--- src/rtl/huffman_dec_controller.sv ---
// huffman_dec_controller: JPEG Huffman block decoder control, one bit per handshake, external code LUT.
// Define HUFFDEC_DC_PRED_EN to add the DC predictor to coefficient 0.
module huffman_dec_controller #(
    parameter int MAX_CODE_LEN = 16,
    parameter int COEF_W = 10
) (
    input  logic                   clock,
    input  logic                   reset,
    input  logic                   is_luminance,
    input  logic                   Huffman_dec_start,
    input  logic                   bit_valid,
    input  logic                   bit_in,
    output logic                   bit_ready,
    output logic [15:0]            lut_code,
    output logic [4:0]             lut_code_len,
    output logic                   lut_is_dc,
    output logic                   lut_is_luma,
    input  logic                   lut_hit,
    input  logic [3:0]             lut_run,
    input  logic [3:0]             lut_size,
    output logic                   Huffmandec_active,
    output logic [64*COEF_W-1:0]   zigzag_pix_out,
    output logic                   block_valid,
    output logic                   block_error
);
    localparam int MW = COEF_W - 1;
    localparam logic [3:0] MAX_SIZE = 4'(COEF_W - 1);
    localparam logic [4:0] MAX_LEN = 5'(MAX_CODE_LEN);
    localparam logic [COEF_W:0] ONE = 1;

    typedef enum logic [2:0] {IDLE, DC_CODE, DC_MAG, AC_CODE, AC_MAG, FILL, DONE, ERR} state_t;

    state_t state, state_n;
    logic [15:0] code;
    logic [4:0] len;
    logic [6:0] k, k_run, k_zrl;
    logic [3:0] size, cnt, cnt_n;
    logic [MW-1:0] mag, mag_n;
    logic luma, is_code, is_mag, hit, xfer, mag_done, eob, zrl;
    logic [COEF_W:0] diff;
    logic [COEF_W-1:0] val, coef0;

    assign is_code = state == DC_CODE || state == AC_CODE;
    assign is_mag = state == DC_MAG || state == AC_MAG;
    assign hit = is_code && len != 5'd0 && lut_hit;
    assign bit_ready = is_code ? !hit && len != MAX_LEN : is_mag && cnt < size;
    assign xfer = bit_valid && bit_ready;
    assign mag_n = xfer ? {mag[MW-2:0], bit_in} : mag;
    assign cnt_n = cnt + {3'b000, xfer};
    assign mag_done = is_mag && cnt_n == size;
    assign eob = lut_run == 4'd0 && lut_size == 4'd0;
    assign zrl = lut_run == 4'hF && lut_size == 4'd0;
    assign k_run = k + {3'b000, lut_run};
    assign k_zrl = k + 7'd16;
    // Negative values are sent as the ones' complement of their magnitude
    assign diff = {2'b00, mag_n} - ((ONE << size) - ONE);
    assign val = size == 4'd0 ? '0 : mag_n[size - 4'd1] ? COEF_W'(mag_n) : diff[COEF_W-1:0];

    assign lut_code = code;
    assign lut_code_len = len;
    assign lut_is_dc = state == DC_CODE;
    assign lut_is_luma = luma;
    assign Huffmandec_active = !(state inside {IDLE, DONE, ERR});
    assign block_valid = state == DONE;
    assign block_error = state == ERR;

`ifdef HUFFDEC_DC_PRED_EN
    logic [COEF_W-1:0] dc_pred;

    always_ff @(posedge clock)
        if (reset || (state == IDLE && Huffman_dec_start && is_luminance != luma))
            dc_pred <= '0;
        else if (state == DONE)
            dc_pred <= zigzag_pix_out[COEF_W-1:0];

    assign coef0 = dc_pred + val;
`else
    assign coef0 = val;
`endif

    always_ff @(posedge clock)
        state <= reset ? IDLE : state_n;

    always_comb begin
        state_n = state;
        case (state)
            IDLE: if (Huffman_dec_start) state_n = DC_CODE;
            DC_CODE, AC_CODE:
                if (hit)
                    state_n = lut_size > MAX_SIZE ? ERR :
                              state == DC_CODE ? DC_MAG :
                              eob ? FILL :
                              zrl ? (k_zrl > 7'd63 ? ERR : AC_CODE) :
                              k_run > 7'd63 ? ERR : AC_MAG;
                else if (len == MAX_LEN)
                    state_n = ERR;
            DC_MAG: if (mag_done) state_n = AC_CODE;
            AC_MAG: if (mag_done) state_n = k == 7'd63 ? DONE : AC_CODE;
            FILL: state_n = DONE;
            default: state_n = IDLE;
        endcase
    end

    always_ff @(posedge clock) begin
        if (reset) begin
            code <= '0;
            len <= '0;
            k <= '0;
            size <= '0;
            cnt <= '0;
            mag <= '0;
            luma <= 1'b0;
            zigzag_pix_out <= '0;
        end else begin
            if (state == IDLE && Huffman_dec_start) begin
                luma <= is_luminance;
                code <= '0;
                len <= '0;
                k <= 7'd1;
                zigzag_pix_out <= '0;
            end
            if (hit) begin
                size <= lut_size;
                code <= '0;
                len <= '0;
                cnt <= '0;
                mag <= '0;
                if (state == AC_CODE) k <= zrl ? k_zrl : k_run;
            end else if (is_code && xfer) begin
                code <= {code[14:0], bit_in};
                len <= len + 5'd1;
            end
            if (is_mag) begin
                mag <= mag_n;
                cnt <= cnt_n;
            end
            if (mag_done) begin
                if (state == DC_MAG)
                    zigzag_pix_out[COEF_W-1:0] <= coef0;
                else begin
                    zigzag_pix_out[COEF_W*k[5:0] +: COEF_W] <= val;
                    k <= k + 7'd1;
                end
            end
        end
    end
endmodule

--- config.mk ---
export PLATFORM = sky130hd
export DESIGN_NAME = huffman_dec_controller
export DESIGN_NICKNAME = d
export VERILOG_FILES = /design/src/rtl/huffman_dec_controller.sv
export SDC_FILE = /design/constraint.sdc
export NUM_CORES = 2
export LEC_CHECK = 0
export CAP_MARGIN = 20
export CORE_ASPECT_RATIO = 0.6
export CORE_MARGIN = 3
export CORE_UTILIZATION = 37
export DETAILED_ROUTE_END_ITERATION = 6
export GPL_TIMING_DRIVEN = 1
export PLACE_DENSITY_LB_ADDON = 0.08
export SLEW_MARGIN = 25
export SYNTH_ARGS = -nofsm -noshare
export SYNTH_HDL_FRONTEND = slang
export SYNTH_SLANG_ARGS = --single-unit
--- constraint.sdc ---
create_clock -name clock -period 10.85 [get_ports clock]
set_input_delay 1.085 -clock clock [delete_from_list [all_inputs] [get_ports clock]]
set_output_delay 1.085 -clock clock [all_outputs]
set_load 0.03 [all_outputs]
After elaboration in Yosys (flattened, before gate mapping)
Index checks and enable logic that the tools add are counted.
{ "totals": {"reg_bits": 689, "inputBits": 15, "out_inout_bits": 667} }
{ "op_classes": {"add_sub_neg": 9, "n_mul": 1, "magnitude_cmp": 5, "n_eq_ne": 16, "n_shift": 3, "mux": 39, "reduce_logical": 25} }
{ "ops": {"columns": ["op", "count"], "rows": [
  ["two-way mux 640 bit", 3],
  ["bitwise mux 640 bit", 1],
  ["variable shift 10 x 34 -> 640 bit (first input constant)", 1],
  ["indexed part select 10 x 34 -> 640 bit", 1],
  ["two-way mux 630 bit", 1],
  ["two-way mux 7 bit", 6],
  ["negator 10 -> 34 bit", 1],
  ["two-way mux 3 bit", 11],
  ["two-way mux 16 bit", 2],
  ["two-way mux 10 bit", 3],
  ["two-way mux 9 bit", 3],
  ["one-hot mux 3 bit (5 select lines)", 1],
  ["> comparator 7 x 6 -> 1 bit (second input constant)", 2],
  ["== test 3 bit (second input constant)", 4],
  ["zero test 4 bit", 3],
  ["logical AND 1 bit", 10],
  ["two-way mux 5 bit", 2],
  ["left shift 1 x 4 -> 10 bit (first input constant)", 1],
  ["subtractor 10 x 1 -> 10 bit (second input constant)", 1],
  ["subtractor 9 x 10 -> 10 bit", 1],
  ["multiplier 3 x 6 -> 9 bit (first input constant)", 1],
  ["two-way mux 4 bit", 2],
  ["adder 7 x 1 -> 7 bit (second input constant)", 1],
  ["adder 7 x 4 -> 7 bit", 1],
  ["other kinds (27)", 35]
]} }

Longest topological paths before layout
{ "logic_depth": {"word_depth": 17, "depth_mapped": 22, "mapped_depth_nobuf": 20} }

Worst setup path after synthesis
Ideal clock, no wire load.
{ "synth_path": {"kind": "register to register", "from": "register len[0], in the netlist lut_code_len[0]", "to": "register zigzag_pix_out[591]", "setup_ns": 0.101, "arrival_ns": 5.060, "required_time_ns": 10.749, "setup_slack_ns": 5.689, "stages_incl_launch_ff": 21, "path_buffers": 1, "synth_period_minus_slack_ns": 5.161, "path_cell_list": "dfxtp_1 > inv_1 > ha_1 > or3b_4 > a211oi_2 > nand2_1 > nand2_1 > mux2_2 > ha_1 > ha_1 > fa_1 > a211o_1 > a2111o_1 > nand3_1 > a221oi_1 > nand2b_1 > mux2_4 > mux2i_4 > a21oi_2 > buf_2 > o41ai_1"} }
{ "synth_between": {"elab_chain_len": 16, "elab_cells_between_ends": 21, "classes_between": "add/sub: 2; eq/ne: 2; shift: 1; mux: 9; reduce/logical: 7"} }
{ "synth_rtl": {"columns": ["item", "line", "rtl"], "rows": [
  ["start: declaration", "35", "logic [4:0] len;"],
  ["start signal: assignment", "131", "len <= len + 5'd1;"],
  ["nonzero test 5 bit", "45", "assign hit = is_code && len != 5'd0 && lut_hit;"],
  ["logical AND 1 bit (2 in a row)", "45", null],
  ["zero test 1 bit", "46", "assign bit_ready = is_code ? !hit && len != MAX_LEN : is_mag && cnt < size;"],
  ["logical AND 1 bit (*)", "46", null],
  ["two-way mux 1 bit (*)", "46", null],
  ["logical AND 1 bit (*)", "47", "assign xfer = bit_valid && bit_ready;"],
  ["parallel branches: the longest is 8 deep, another holds subtractor 9 x 10 -> 10 bit", null, null],
  ["two-way mux 640 bit (*)", "137", "if (mag_done) begin"],
  ["end signal: indexed assignment", "139", "zigzag_pix_out[COEF_W-1:0] <= coef0;"],
  ["end signal: indexed assignment", "141", "zigzag_pix_out[COEF_W*k[5:0] +: COEF_W] <= val;"],
  ["end: declaration", "22", "output logic [64*COEF_W-1:0] zigzag_pix_out,"]
]} }
Mark *: on every way between the ends. The select of a mux whose other input is x is not followed.
A chain may end at the register's enable or synchronous reset.

Worst setup path after layout
{ "layout_path": {"from": "register len[0], in the netlist lut_code_len[0]", "to": "register zigzag_pix_out[105]"} }
The elaborated chain is that of the path after synthesis.

==> out/results.tsv <==
metric	value	unit
status	completed	
peak supply drop	0.208	mV
total track usage	35.5	%
Area growth, synth to finish	33.1	%
final non-filler cell total	5535	
port bufs	681	
Avg Cell Area, Syn	8.19	um2
post-route ant nets	0	
post-synthesis sequential area ratio	44.3	%
Setup Buffers After CTS	0	
core region area	0.0824	mm2
yosys warns	0	
post-synth net total	3865	
clk_lat worst skew	0.69	ns
vias per cell	6.14	
fraction of registers with async set/reset	0	%
routed via count	34000	
top cells by area, synth	dfxtp_1 44%, nand3_1 11%, nand2_1 6.0%	
minimum clock period	6.96	ns
total die area	0.0877	mm2
DRC	0	
antenna violations before repair	7	
CTS sink count	689	
DP HPWL	122000	um
Synth Flop Type	dfxtp_1	
total negative slack	0	ns
DP Cell Count	5408	
Netlist cell types	100	
Reg2Reg Depth	19	
Final period util	64.1	%
hold depth	2	
row cnt	81	
critical path endpoint category	flip-flop	
# hold bufs at CTS	0	
CP arrival	7.55	ns
vias in the first global route	30300	
Final setup viols	0	
first-pass GRT wire length	229000	um
slew margin rel.	17.5	%
wire per inst	29.6	um
Die Y	231	um
depth of the CTS H-tree	3	
Cell Pwr Density	222	mW/mm2
unrepaired setup endpoints after global routing	false	
CP startpoint kind	flip-flop	
synth cell count leaders	689 x dfxtp_1, 665 x nand3_1, 495 x nand2_1, 361 x o21ai_0, 232 x nor2_1	
worst hold path class	flip-flop to flip-flop	
crit path kind	flip-flop to flip-flop	
routability cong.	1.08	
DRT Wirelength	164000	um
drt first pass iters	7	
grt total ovfl	0	
mapped cell area	0.0311	mm2
Final Skew	0.0278	ns
clock-pin slew on the worst setup and hold paths	0.07	ns
root buf cell	clkbuf_16	
Post-synth EDFFs	0	
final hold vios	0	
number of CTS-inserted buffers	68	
Yosys reg bits	689	
max-slew violation count	0	
number of max-cap violations	0	
largest net degree at the start of global routing	225	
WP data required	11.44	ns
most common cell in the netlist	dfxtp_1	
post-synth top area share	44.3	%
Die W	380	um
IO Count	682	
post-cts sizing count	0	
P_leak	0.0131	uW
Initial DRC Count	4243	
CP Max Fanout	31	
Post-Synthesis Cells	3800	
clock tree buffer depth	3	
fin nets	4425	
Yosys top cell by area	dfxtp_1	
layout cells sized above 1	7.05	%
Worst-Margin Slew	1.23	ns
Starting Density	37.8	%
CTS tree	done	
achievable clock frequency	144	MHz
## stage by stage
| step | utilization (%) | worst slack [ns] | area, um2 | total power [uW] | hold WS (ns) |
|---|---|---|---|---|---|
| 3_5_place_dp | 47.4 | 3.72 | 39000 | 6410 | 0.450 |
| 2_1_floorplan | - | 5.69 | 31100 | 4710 | 0.460 |
| 4_1_cts | 50.2 | 4.22 | 41400 | 8930 | 0.461 |
| 6_report | 50.3 | 3.89 | 41400 | 9190 | 0.460 |
| 5_1_grt | 50.3 | 3.71 | 41400 | 9340 | 0.478 |
| 3_3_place_gp | 47.3 | 3.81 | 39000 | 6440 | 0.442 |
## kinds of logic after synthesis
kind of cell	synth area share, %
simple gates	24.2
compound gates	22.7
flops	44.3
buf+inv	3.90
fa+ha+maj	2.08
mux	1.77
xor+xnor	0.977
## worst paths after layout
path | slack (ns) | start | end
max | 3.89 | lut_code_len[0] | zigzag_pix_out[105]
min | 0.46 | zigzag_pix_out[429] | zigzag_pix_out[429]
max reg2reg | 3.89 | lut_code_len[0] | zigzag_pix_out[105]
min reg2reg | 0.46 | zigzag_pix_out[429] | zigzag_pix_out[429]
## worst max-delay path, cell delays in order (launching register included)
cell	delay [ns]
dfxtp_1	0.36
inv_1	0.07
ha_1	0.19
or3b_4	0.44
a211oi_2	0.31
and2_2	0.66
o21ai_0	0.23
and2_1	0.25
ha_1	0.28
inv_1	0.04
ha_1	0.22
fa_1	0.51
a211o_1	0.30
a2111o_1	0.41
a31oi_1	0.15
o21ai_0	0.20
o221ai_1	0.58
a21boi_1	0.84
a21oi_2	0.46
o31ai_1	0.35
## where the power goes
part | switching [uW] | total (uW) | internal (uW)
clock network | 1120 | 2540 | 1420
registers | 52.7 | 2610 | 2550
logic | 3340 | 4050 | 710
total | 4510 | 9190 | 4690
## final cells by class
type / instances / area (um2)
multi-input cells: 2815 / 16300
fillers: 7968 / 41000
clock inverters: 29 / 387
diodes: 3 / 7.51
well taps: 1120 / 1400
repair buffers: 755 / 7420
inverters: 31 / 116
clock buffers: 93 / 1960
flip-flops and latches: 689 / 13800
## state kept, by name, indices dropped and copies added, names as in the netlist
register        cells
cnt                 4
k                   7
lut_code           16
lut_code_len        5
lut_is_luma         1
mag                 9
size                4
state               3
zigzag_pix_out    640
## routing by layer
metal	wire (um)	vias to the layer above	GRT usage, %
met5	368	-	2.78
met4	4840	10	10.2
met3	22400	266	16.0
met2	66800	2070	50.3
met1	69600	16400	47.9
li1	-	15200	-
## placed cells by master, fill, tap and decap left out, types with 16 or more instances in the layout
cell type,n
dfxtp_1,688
ha_1,47
a21o_1,20
a32oi_1,19
o211ai_1,59
o21ai_0,360
and2_1,18
clkdlybuf4s50_1,680
nand2_1,494
a21oi_1,125
mux2i_1,21
clkbuf_16,68
o31ai_1,209
a211oi_1,28
o22ai_1,27
xnor2_1,18
buf_4,67
nor3_1,51
nand3_1,664
nand4_1,19
inv_1,30
clkbuf_8,16
o21ai_1,34
o41ai_1,24
nand2b_1,20
or3_1,16
a221oi_1,18
a22oi_1,27
nor2_1,225
a31oi_1,17
No activity file was read; power rests on OpenSTA's default activity.
